## src/rtl/tetromino_render.sv

```systemverilog
// Tetromino renderer: a load strobe latches piece/rotation/anchor, a 4-cycle build fills a shadow cell set,
// and the set is committed atomically. A 2-stage pipeline then classifies each pixel as inner, edge or miss.
module tetromino_render #(
    parameter int SIZE    = 16,
    parameter int EDGE    = 1,
    parameter int COORD_W = 10
) (
    input  logic               clk,
    input  logic               reset,
    input  logic               load,
    input  logic [2:0]         piece,
    input  logic [1:0]         rot,
    input  logic [COORD_W-1:0] ref_x,
    input  logic [COORD_W-1:0] ref_y,
    input  logic [COORD_W-1:0] addr_x,
    input  logic [COORD_W-1:0] addr_y,
    output logic               en_inner,
    output logic               en_edge,
    output logic               busy,
    output logic               done
);

    // Origins carry two extra bits so that anchors near the screen limit never wrap back on-screen.
    localparam int XW = COORD_W + 2;

    typedef enum logic [1:0] {IDLE, BUILD, ACTIVE} state_t;

    typedef struct packed {
        logic          vld;
        logic [XW-1:0] x0;
        logic [XW-1:0] y0;
    } cell_t;

    state_t               state_q, state_d;
    logic   [1:0]         k_q, k_d;
    logic   [2:0]         piece_q, piece_d;
    logic   [1:0]         rot_q, rot_d;
    logic   [COORD_W-1:0] ref_x_q, ref_x_d;
    logic   [COORD_W-1:0] ref_y_q, ref_y_d;
    cell_t  [3:0]         shadow_q, shadow_d;
    cell_t  [3:0]         active_q, active_d;
    logic                 active_valid_q, active_valid_d;
    logic                 done_q, done_d;
    logic   [3:0]         hit_q, hit_d;
    logic   [3:0]         bnd_q, bnd_d;
    logic                 en_inner_q, en_inner_d;
    logic                 en_edge_q, en_edge_d;
    logic                 commit;
    cell_t                new_cell;

    // Rotation-0 cell k of a piece as {col,row}; cell 0 sits in the low nibble.
    function automatic logic [3:0] base_cell(input logic [2:0] p, input logic [1:0] idx);
        logic [15:0] tbl;
        case (p)
            3'd0:    tbl = {4'b1101, 4'b1001, 4'b0101, 4'b0001}; // I
            3'd1:    tbl = {4'b1001, 4'b0101, 4'b1000, 4'b0100}; // O
            3'd2:    tbl = {4'b1001, 4'b0101, 4'b0001, 4'b0100}; // T
            3'd3:    tbl = {4'b0101, 4'b0001, 4'b1000, 4'b0100}; // S
            3'd4:    tbl = {4'b1001, 4'b0101, 4'b0100, 4'b0000}; // Z
            3'd5:    tbl = {4'b1001, 4'b0101, 4'b0001, 4'b0000}; // J
            3'd6:    tbl = {4'b1001, 4'b0101, 4'b0001, 4'b1000}; // L
            default: tbl = '0;
        endcase
        return tbl[idx*4 +: 4];
    endfunction

    // Clockwise quarter-turn (c,r) -> (3-r,c), pre-composed for 0..3 turns.
    function automatic logic [3:0] rotate(input logic [3:0] cr, input logic [1:0] turns);
        logic [1:0] c;
        logic [1:0] r;
        c = cr[3:2];
        r = cr[1:0];
        case (turns)
            2'd0:    return {c, r};
            2'd1:    return {2'd3 - r, c};
            2'd2:    return {2'd3 - c, 2'd3 - r};
            default: return {r, 2'd3 - c};
        endcase
    endfunction

    // Returns {hit, in_edge_band} for one pixel against one cell.
    function automatic logic [1:0] classify(input logic [XW-1:0] ax, input logic [XW-1:0] ay,
                                            input cell_t c);
        logic in_x;
        logic in_y;
        logic band;
        in_x = (ax >= c.x0) && (ax <= c.x0 + XW'(SIZE - 1));
        in_y = (ay >= c.y0) && (ay <= c.y0 + XW'(SIZE - 1));
        band = (ax < c.x0 + XW'(EDGE)) || (ax > c.x0 + XW'(SIZE - 1 - EDGE)) ||
               (ay < c.y0 + XW'(EDGE)) || (ay > c.y0 + XW'(SIZE - 1 - EDGE));
        return {c.vld && in_x && in_y, band};
    endfunction

    // State register (also holds all datapath flops).
    always_ff @(posedge clk or posedge reset) begin
        if (reset) begin
            state_q        <= IDLE;
            k_q            <= '0;
            piece_q        <= '0;
            rot_q          <= '0;
            ref_x_q        <= '0;
            ref_y_q        <= '0;
            // NOTE: the cell sets are only 4 entries, so they are reset like ordinary flops;
            // a reset that leaves stale origins could otherwise paint ghost cells.
            shadow_q       <= '0;
            active_q       <= '0;
            active_valid_q <= 1'b0;
            done_q         <= 1'b0;
            hit_q          <= '0;
            bnd_q          <= '0;
            en_inner_q     <= 1'b0;
            en_edge_q      <= 1'b0;
        end else begin
            // NOTE: non-blocking assignments let every flop sample the pre-edge values,
            // so ordering within this block cannot create a race.
            state_q        <= state_d;
            k_q            <= k_d;
            piece_q        <= piece_d;
            rot_q          <= rot_d;
            ref_x_q        <= ref_x_d;
            ref_y_q        <= ref_y_d;
            shadow_q       <= shadow_d;
            active_q       <= active_d;
            active_valid_q <= active_valid_d;
            done_q         <= done_d;
            hit_q          <= hit_d;
            bnd_q          <= bnd_d;
            en_inner_q     <= en_inner_d;
            en_edge_q      <= en_edge_d;
        end
    end

    // Next-state logic: a load always wins and restarts the build from cell 0.
    always_comb begin
        // NOTE: every variable gets a default first so no path can infer a latch.
        state_d = state_q;
        k_d     = k_q;
        commit  = 1'b0;
        case (state_q)
            BUILD: begin
                k_d = k_q + 2'd1;
                if (k_q == 2'd3) begin
                    commit  = 1'b1;
                    state_d = ACTIVE;
                end
            end
            default: ;
        endcase
        if (load) begin
            state_d = BUILD;
            k_d     = 2'd0;
        end
    end

    // Build datapath: one cell per BUILD cycle, the last cell joins the commit directly.
    always_comb begin
        logic [3:0] cr;
        cr           = rotate(base_cell(piece_q, k_q), rot_q);
        new_cell.vld = (piece_q != 3'd7);
        new_cell.x0  = XW'(ref_x_q) + XW'(cr[3:2]) * XW'(SIZE);
        new_cell.y0  = XW'(ref_y_q) + XW'(cr[1:0]) * XW'(SIZE);

        piece_d = load ? piece : piece_q;
        rot_d   = load ? rot   : rot_q;
        ref_x_d = load ? ref_x : ref_x_q;
        ref_y_d = load ? ref_y : ref_y_q;

        shadow_d = shadow_q;
        if (state_q == BUILD) shadow_d[k_q] = new_cell;

        active_d       = active_q;
        active_valid_d = active_valid_q;
        if (commit) begin
            active_d       = shadow_d;
            active_valid_d = 1'b1;
        end
        done_d = commit;
    end

    // Pixel pipeline: stage 1 per-cell flags, stage 2 OR-reduction.
    always_comb begin
        logic [1:0] cls;
        hit_d = '0;
        bnd_d = '0;
        for (int i = 0; i < 4; i++) begin
            cls      = classify(XW'(addr_x), XW'(addr_y), active_q[i]);
            hit_d[i] = active_valid_q && cls[1];
            bnd_d[i] = active_valid_q && cls[1] && cls[0];
        end
        en_inner_d = |(hit_q & ~bnd_q);
        en_edge_d  = |bnd_q;
    end

    // Output logic.
    always_comb begin
        busy     = (state_q == BUILD);
        done     = done_q;
        en_inner = en_inner_q;
        en_edge  = en_edge_q;
    end

endmodule

```

## config.mk

```make
export PLATFORM = sky130hd
export DESIGN_NAME = tetromino_render
export DESIGN_NICKNAME = d
export VERILOG_FILES = /design/src/rtl/tetromino_render.sv
export SDC_FILE = /design/constraint.sdc
export NUM_CORES = 1
export LEC_CHECK = 0
export CAP_MARGIN = 20
export CORE_ASPECT_RATIO = 0.6
export CORE_MARGIN = 2
export CORE_UTILIZATION = 40
export DETAILED_ROUTE_END_ITERATION = 8
export SLEW_MARGIN = 20
export SYNTH_ARGS = -nofsm -noshare
export SYNTH_HDL_FRONTEND = slang
export SYNTH_SLANG_ARGS = --single-unit
```

## constraint.sdc

```tcl
create_clock -name clk -period 11.44 [get_ports clk]
set_input_delay 1.716 -clock clk [delete_from_list [all_inputs] [get_ports clk]]
set_output_delay 1.716 -clock clk [all_outputs]
set_load 0.005 [all_outputs]
```

==> results of run 1 <==
## state kept, by name (all words and copies together) (netlist names)
| name | count |
|---|---|
| bnd_q | 4 |
| en_edge | 1 |
| k_q | 2 |
| hit_q | 4 |
| done | 1 |
| piece_q | 3 |
| ref_x_q | 10 |
| en_inner | 1 |
| state_q | 2 |
| ref_y_q | 10 |
| shadow_q | 75 |
| rot_q | 2 |
| active_q | 100 |
| active_valid_q | 1 |
## layout by cell type, fill, tap and decap left out, drive strengths merged, types with 8 or more instances in the layout
master	n
buf	19
dfrtp	216
o211ai	25
a211oi	22
o21a	25
nor3b	12
a21boi	9
nor2	136
nand3	57
a21o	22
nand4	62
xnor2	201
inv	105
mux2	75
or2	8
o21ai	161
clkdlybuf4s50	51
or3	8
ha	344
nor3	62
nor2b	26
clkbuf	35
nor4	15
a31oi	9
a21oi	94
a2111oi	12
clkinv	17
nand2b	14
xor2	12
nand2	196
## kinds of logic (layout without fill, tap and decap cells)
group | Yosys count | in the layout | share of synthesized area
and+or+nand+nor | 625 | 625 | 0.159
other | 0 | 2 | 0
muxes | 75 | 75 | 0.0441
adders and majority gates | 346 | 346 | 0.227
DFF | 216 | 216 | 0.282
xor gates and xnor gates | 213 | 213 | 0.0973
AOI/OAI and AO/OA | 447 | 447 | 0.147
buffers and inverters | 210 | 232 | 0.0437
## per-layer routing
layer,part of all wire,up-vias,track usage
li1,-,7643,-
met1,0.51,7764,0.334
met2,0.42,442,0.322
met3,0.059,70,0.0350
met4,0.017,0,0.0393
met5,0,-,0
## area by class of cell
class,instances,area share
diodes,2,0.000237
clock buffers,35,0.0338
clock inverters,10,0.00741
inverters,117,0.0213
multi-input cells,1706,0.612
flip-flops and latches,216,0.256
well taps,640,0.0379
repair buffers,70,0.0309
## worst max-delay path, cell delays in order
cell and delay (ns):
clkdlybuf4s50_1 0.89, ha_1 0.58, nor4bb_1 0.28, nand3_1 0.11, o22ai_1 0.16, a31oi_1 0.10
a2111oi_2 0.56, a2111oi_2 0.07
## stage by stage
step	setup slack [ns]	util	power, W	cell area (µm²)
3_3_place_gp	6.91	0.425	0.00438	20200
2_1_floorplan	3.82	-	0.00364	19200
3_5_place_dp	6.91	0.425	0.00449	20200
5_1_grt	7.26	0.444	0.00588	21100
4_1_cts	7.46	0.444	0.00539	21100
6_report	7.38	0.444	0.00539	21100
## worst max path at each step
stage,from,to,slack (ns),cells past startpoint
finish,addr_y[1],bnd_q[2]$_DFF_PP0_,7.38,8
global route,addr_y[1],bnd_q[2]$_DFF_PP0_,7.26,8
CTS,addr_y[1],bnd_q[2]$_DFF_PP0_,7.46,8
detailed placement,addr_y[1],bnd_q[2]$_DFF_PP0_,6.91,8
global placement,addr_y[1],bnd_q[2]$_DFF_PP0_,6.91,8
floorplan,reset,active_q[0]$_DFFE_PP0P_,3.82,1
## power by group
| group | switching [W] | internal [W] |
|---|---|---|
| combinational | 0.00178 | 0.00134 |
| sequential | 0.000360 | 0.00104 |
| clock | 0.000337 | 0.000524 |
| total | 0.00248 | 0.00291 |
==> reports/qor.txt, run 1 <==
status: finished, final reports clean
first-pass GRT wire length: 87.0 mm
Final Hold Violating Endpoints: 0
post-synthesis sequential area ratio: 0.282
Tightest Hold Check Type: reg2reg
clock transition at the registers of the reported paths: 0.06 ns
Worst VDD drop: 0.157 mV
RSZ-0062 raised after global routing: false
synth top area cells: dfrtp_1, ha_1, xnor2_1, mux2_2, o21ai_0
Initial DRC Count: 1243
pwr dens: 255 nW/µm²
Num CTS Buffers: 25
clk_skew: 0.0155 ns
ys flop type: dfrtp_1
core footprint: 47600 µm²
clock sink count: 216
data required time of the worst path: 11.84 ns
Port Buffers: 51
number of distinct library cells after synthesis: 79
Worst-Margin Slew: 1.06 ns
Avg Vias per Cell: 5.69
post-route ant nets: 0
Period Utilization, post-route: 0.355
Die Span X: 287 µm
worst reg2reg path startpoint: piece_q[2]$_DFFE_PP0P_
Synth Cell Area: 19200 µm²
Max H-tree Level: 1
crit path capture type: flop
CP Max Fanout: 16
max_cap viols: 0
CP Class: in2reg
CTS tree: done
number of synthesized register bits: 216
clk root buf: clkbuf_16
hold slack: 0.471 ns
routed wire length per instance: 19.5 µm
# IOs: 52
Reg2Reg Setup Slack: 7.55 ns
Final Wtd Congestion: 0.941
post-synth top area share: 0.282
Lkg Pwr: 8.82 nW
pin count of the biggest net entering global routing: 94
Async S/R FF share, synth: 1.00
setup repair bufs after CTS: 0
Worst setup SP type: input port
Final nets: 2530
Overall Global Routing Usage: 0.218
Gate Count Post-Synth: 2132
most frequent cells after synthesis: ha_1, dfrtp_1, xnor2_1, nand2_1, o21ai_0
most frequent cell after synthesis: ha_1
hold path startpoint: state_q[0]$_DFFE_PP0P_
CTS resizes: 0
final non-filler cell total: 2796
max_slew headroom: 0.292
arrival time at the worst endpoint: 4.45 ns
DR DRC count: 0
Via Count: 15.9k
FF-to-FF path depth: 15
worst r2r dst: active_q[70]$_DFFE_PP0P_
Worst Hold Path Cells: 1
hpwl dp: 41.8 mm
area of the multi-input gates: 12900 µm²
layout cells sized above 1: 0.0747
Post-Syn Area per Cell: 8.99 µm²
Fin Setup TNS: 0 ns
Post-CTS Hold Fix Bufs: 0
row count: 62
Clock Latency Late Sink: 0.55 ns
Synthesized Nets: 2526
area growth from synthesis to layout: 10.1%
Die Ht: 174 µm
initial core utilization: 0.403
Synth Warn #: 0
Max Freq: 247 MHz
vias in the first global route: 15.8k
CTS max path bufs: 3
Synth area leader: dfrtp_1
routed wire length: 54.4 mm
final setup violating endpoints: 0
Max Slew Vio Count: 0
total global routing overflow: 0
Placed Cells: 2749
die area: 49700 µm²
crit path time final: 4.06 ns
Filler cells: 4579
Pre-Repair DR Iteration Count: 5
Hold Path End: state_q[0]$_DFFE_PP0P_
initial antenna violation count: 1
EDFF count, synth: 0
register area: 5410 µm²
Power figures use the tool's default switching activity.
==> inputs of run 2 (changes only) <==
clock period = 3.8 ns   (was 11.44 ns; I/O delays follow)
==> run 2 against run 1 <==
- sequential power rose to 3.0 times the previous value
- critical path depth rose by 4
- first-iteration DRC count down 2.4%
- count of clock-buffer cells in the layout shrank 2
- setup slack lost 7.2 ns
- sequential cell count did not move
- core utilization rose by 0.56 points
- global-route usage increased by 0.91 points
- final cell count up 1.1%
- combinational power grew to 3.1 times the previous value
- critical endpoint is now bnd_q[3]$_DFF_PP0_
==> reports/qor.txt, run 2 (same netlist as run 1, synthesis figures left out) <==
top flop regs: active_q x100, shadow_q x75
FF-to-FF path depth: 12
CTS max path bufs: 3
Fin Setup TNS: 0 ns
Tightest Hold Check Type: reg2reg
# IOs: 52
initial antenna violation count: 0
area growth from synthesis to layout: 11.5%
Period Utilization, post-route: 0.944
row count: 62
crit path capture type: flop
Placed Cells: 2784
clock transition at the registers of the reported paths: 0.06 ns
post-route cell area: 21400 µm²
initial core utilization: 0.403
crit path time final: 3.59 ns
first-pass GRT wire length: 89.5 mm
Overall Global Routing Usage: 0.227
post-route ant nets: 0
Die Ht: 174 µm
Filler cells: 4582
Worst VDD drop: 0.338 mV
Post-CTS Hold Fix Bufs: 0
Reg2Reg Setup Slack: 0.21 ns
Final Hold Violating Endpoints: 0
final non-filler cell total: 2827
Num CTS Buffers: 23
total global routing overflow: 0
CP Cell Sequence: inv_1 > ha_1 > or3b_2 > nand2_1 > xnor2_1 > ha_1 > a211o_1 > o211ai_1 > a21oi_1 > o311ai_1 > nand4_1 > a41oi_1
CP Max Fanout: 7
Top reg by flops: active_q
RSZ-0062 raised after global routing: false
worst reg2reg path startpoint: active_q[77]$_DFFE_PP0P_
CP Class: reg2reg
commonest non-fill, non-tap cell in the layout: ha_1
max_slew headroom: 0.355
Final Wtd Congestion: 0.952
clock sink count: 216
status: finished, final reports clean
pin count of the biggest net entering global routing: 49
data required time of the worst path: 4.26 ns
max_cap viols: 0
CTS resizes: 0
Max Slew Vio Count: 0
Worst-Margin Slew: 0.955 ns
Max Freq: 279 MHz
routed wire length: 56.5 mm
layout cells sized above 1: 0.0878
Die Span X: 287 µm
die area: 49700 µm²
Max H-tree Level: 1
Port Buffers: 51
routed wire length per instance: 20.0 µm
most frequent cells in the layout: ha_1, dfrtp_1, xnor2_1
total power: 0.0163 W
Final nets: 2563
CP max-delay cell: o311ai_1
Worst Hold Path Cells: 1
setup repair bufs after CTS: 0
Pre-Repair DR Iteration Count: 5
Area after DPL: 20600 µm²
DR DRC count: 0
most frequent CP cell: ha_1
core footprint: 47600 µm²
arrival time at the worst endpoint: 4.04 ns
final setup violating endpoints: 0
Via Count: 15.9k
pwr dens: 761 nW/µm²
max reg flops: 100
Initial DRC Count: 1213
CTS tree: done
Lkg Pwr: 8.98 nW
Worst setup SP type: flop
clk_skew: 0.00983 ns
vias in the first global route: 15.7k
hpwl dp: 45.3 mm
worst r2r dst: bnd_q[3]$_DFF_PP0_
clk root buf: clkbuf_16
Hold Path End: state_q[0]$_DFFE_PP0P_
Clock Latency Late Sink: 0.55 ns
worst stage delay on the critical path: 0.66 ns
Avg Vias per Cell: 5.62
hold path startpoint: state_q[0]$_DFFE_PP0P_
==> run 2: cell types whose count changed in the layout (fill, tap and decap cells not counted) <==
cell / delta
diode_2: -1
clkbuf_16: -2
inv_8: -1
bufinv_16: -1
clkinv_4: +1
clkbuf_1: +1
clkbuf_8: -1
buf_12: +8
buf_4: +27
==> run 2: worst max-delay path: cells and delay by family (launching register included) <==
family	cells	cell delay [ns]
AOI/OAI and AO/OA	5	1.33
xor gates and xnor gates	1	0.14
adders and majority gates	2	0.50
buffers and inverters	1	0.15
DFF	1	0.48
and+or+nand+nor	3	0.88
==> run 2: stage by stage <==
| stage | hold WS, ns | setup WS, ns | utilization |
|---|---|---|---|
| global route | 0.494 | 0.0571 | 0.449 |
| floorplan | 0.434 | 0.418 | - |
| CTS | 0.473 | 0.210 | 0.449 |
| detailed placement | 0.459 | 0.235 | 0.433 |
| finish | 0.476 | 0.212 | 0.449 |
| global placement | 0.453 | 0.282 | 0.433 |
==> run 2: power breakdown <==
group / total, W / internal [W] / switching [W]
sequential: 0.00422 / 0.00314 / 0.00109
clock: 0.00240 / 0.00140 / 0.00100
combinational: 0.00963 / 0.00417 / 0.00546
total: 0.0163 / 0.00871 / 0.00755
==> run 2: area by class of cell <==
cell class	count	area (µm²)	area share
Clock buffer	33	653	0.0306
Multi-Input combinational cell	1706	12900	0.605
Sequential cell	216	5410	0.253
Tap cell	640	801	0.0375
Clock inverter	9	128	0.00597
Inverter	117	445	0.0208
Antenna cell	1	2.50	0.000117
Timing Repair Buffer	105	1020	0.0475
==> run 2: layer usage <==
metal	up-vias	wire length (µm)	share of wire	global-route usage
met2	410	22600	0.40	0.321
met3	51	3610	0.064	0.0412
met1	7736	29300	0.52	0.358
met4	0	993	0.018	0.0401
li1	7700	-	-	-
met5	-	0	0	0
==> run 2: worst max path at each step <==
stage	startpoint	to	slack (ns)	cells past startpoint
after floorplan	reset	active_q[0]$_DFFE_PP0P_	0.42	1
after global placement	active_q[77]$_DFFE_PP0P_	bnd_q[3]$_DFF_PP0_	0.28	12
after detailed placement	active_q[77]$_DFFE_PP0P_	bnd_q[3]$_DFF_PP0_	0.23	12
after CTS	active_q[77]$_DFFE_PP0P_	bnd_q[3]$_DFF_PP0_	0.21	12
after global routing	active_q[77]$_DFFE_PP0P_	bnd_q[3]$_DFF_PP0_	0.06	12
final	active_q[77]$_DFFE_PP0P_	bnd_q[3]$_DFF_PP0_	0.21	12
==> inputs of run 3 (changes only) <==
clock period = 4.55 ns   (was 3.8 ns; I/O delays follow)
==> run 3 against run 2 <==
- die area stayed put
- global-route usage is 0.077 points higher
- sequential share of layout area is 0.26 points higher
- critical path depth is 3 higher
- highest routed layer unchanged
- final cell count is 0.85% lower
- routed wire length is 0.74% higher
- power is 17% lower
- clock power is 17% lower
- critical endpoint is now active_q[70]$_DFFE_PP0P_
==> reports/qor.txt, run 3 (same netlist as run 1, synthesis figures left out) <==
Initial DRC Count: 1086
power share of the sequential group: 0.262
max_cap viols: 0
Max H-tree Level: 1
Pre-Repair DR Iteration Count: 5
initial core utilization: 0.403
max_slew headroom: 0.235
setup repair bufs after CTS: 0
Placed Cells: 2761
Lkg Pwr: 8.84 nW
Gate power share: 0.590
vias in the first global route: 15.8k
final setup violating endpoints: 0
Max Slew Vio Count: 0
pin count of the biggest net entering global routing: 112
clk root buf: clkbuf_16
RSZ-0062 raised after global routing: false
Area after DPL: 20400 µm²
initial antenna violation count: 3
layout cells sized above 1: 0.0791
Num CTS Buffers: 23
Setup WS pre-CTS: 0.910 ns
most frequent cells in the layout: ha_1, dfrtp_1, xnor2_1
CP Class: reg2reg
post-route ant nets: 0
Clock power frac: 0.148
max reg flops: 100
routed wire length per instance: 20.3 µm
CP startpoint: k_q[0]$_DFFE_PP0P_
Final nets: 2540
Overall Global Routing Usage: 0.228
post-route cell area: 21200 µm²
CP max-delay cell: dfrtp_1
CTS tree: done
Worst VDD drop: 0.259 mV
status: finished, final reports clean
die area: 49700 µm²
Avg Vias per Cell: 5.68
Max Freq: 270 MHz
crit path capture type: flop
DR DRC count: 0
clock sink count: 216
area growth from synthesis to layout: 10.4%
CTS max path bufs: 3
# IOs: 52
worst stage delay on the critical path: 0.57 ns
CP Cell Sequence: nor2b_1 > a211oi_1 > a21oi_1 > o22ai_1 > a211o_1 > xor2_1 > ha_1 > inv_1 > fa_1 > nor2b_1 > nand2_1 > xor2_1 > o21ai_0 > nand2_1 > o21ai_0
P_int: 0.00718 W
Period Utilization, post-route: 0.814
clock transition at the registers of the reported paths: 0.07 ns
Sw Pwr: 0.00635 W
first-pass GRT wire length: 89.5 mm
arrival time at the worst endpoint: 4.11 ns
top flop regs: active_q x100, shadow_q x75
row count: 62
routed wire length: 56.9 mm
crit path time final: 3.70 ns
worst r2r dst: active_q[70]$_DFFE_PP0P_
Final Hold Violating Endpoints: 0
Top reg by flops: active_q
Worst-Margin Slew: 1.14 ns
Reg2Reg Setup Slack: 0.85 ns
CP Max Fanout: 13
Clock Latency Late Sink: 0.54 ns
final non-filler cell total: 2803
Filler cells: 4610
Tightest Hold Check Type: reg2reg
clk_skew: 0.00995 ns
FF-to-FF path depth: 15
commonest non-fill, non-tap cell in the layout: ha_1
data required time of the worst path: 4.96 ns
worst reg2reg path startpoint: k_q[0]$_DFFE_PP0P_
hpwl dp: 45.2 mm
core footprint: 47600 µm²
Die Ht: 174 µm
end of the critical path: active_q[70]$_DFFE_PP0P_
setup ws final: 0.846 ns
total global routing overflow: 0
Fin Setup TNS: 0 ns
Die Span X: 287 µm
pwr dens: 639 nW/µm²
Via Count: 15.9k
Final Wtd Congestion: 0.914
hold slack: 0.480 ns
Post-CTS Hold Fix Bufs: 0
Worst setup SP type: flop
sw frac: 0.469
CTS resizes: 0
Port Buffers: 51
## run 3: cell types whose count changed in the layout (fill, tap and decap cells not counted)
cell	change
inv_6	-1
clkbuf_8	+3
clkinv_2	-3
clkbuf_1	-3
buf_12	-4
buf_4	-19
clkinvlp_4	+4
bufinv_16	-1
## run 3: worst min-delay path by stage
stage                                 startpoint                     end  slack, ns  depth (start not counted)
after global routing      state_q[0]$_DFFE_PP0P_  state_q[0]$_DFFE_PP0P_       0.49                          1
after CTS                 shadow_q[36]$_DFF_PP0_  shadow_q[36]$_DFF_PP0_       0.48                          1
after global placement    state_q[0]$_DFFE_PP0P_  state_q[0]$_DFFE_PP0P_       0.45                          1
after detailed placement  state_q[0]$_DFFE_PP0P_  state_q[0]$_DFFE_PP0P_       0.46                          1
after floorplan               bnd_q[3]$_DFF_PP0_       en_edge$_DFF_PP0_       0.43                          1
final                     shadow_q[36]$_DFF_PP0_  shadow_q[36]$_DFF_PP0_       0.48                          1
## run 3: through the flow
stage / utilization / power (W)
floorplan: - / 0.00915
global route: 0.445 / 0.0148
finish: 0.445 / 0.0135
global placement: 0.428 / 0.0112
CTS: 0.445 / 0.0135
detailed placement: 0.428 / 0.0114
## run 3: layout make-up
| class | instances | area (µm²) | area share |
|---|---|---|---|
| Clock inverter | 8 | 104 | 0.00491 |
| Clock buffer | 33 | 683 | 0.0323 |
| Timing Repair Buffer | 82 | 793 | 0.0375 |
| Sequential cell | 216 | 5410 | 0.255 |
| Inverter | 117 | 445 | 0.0211 |
| Antenna cell | 1 | 2.50 | 0.000118 |
| Multi-Input combinational cell | 1706 | 12900 | 0.611 |
| Tap cell | 640 | 801 | 0.0378 |
## run 3: worst max-delay path, delay by kind of cell (launching register included)
kind	cells	cell delay, ns
xor gates and xnor gates	2	0.68
DFF	1	0.57
adders and majority gates	2	0.57
AOI/OAI and AO/OA	6	1.04
and+or+nand+nor	4	0.64
buffers and inverters	1	0.05
## run 3: routing by layer
metal | GRT usage | vias up | part of all wire
li1 | - | 7655 | -
met1 | 0.356 | 7772 | 0.51
met2 | 0.325 | 443 | 0.40
met3 | 0.0447 | 53 | 0.073
met4 | 0.0369 | 0 | 0.016
met5 | 0 | - | 0
## run 3: power by group through the flow
stage                     Combinational [W]  Clock [W]  Sequential (W)
after global routing                0.00897    0.00213         0.00366
after floorplan                     0.00620          0         0.00295
final                               0.00798    0.00200         0.00355
after CTS                           0.00793    0.00205         0.00353
after detailed placement            0.00788          0         0.00356
after global placement              0.00767          0         0.00353
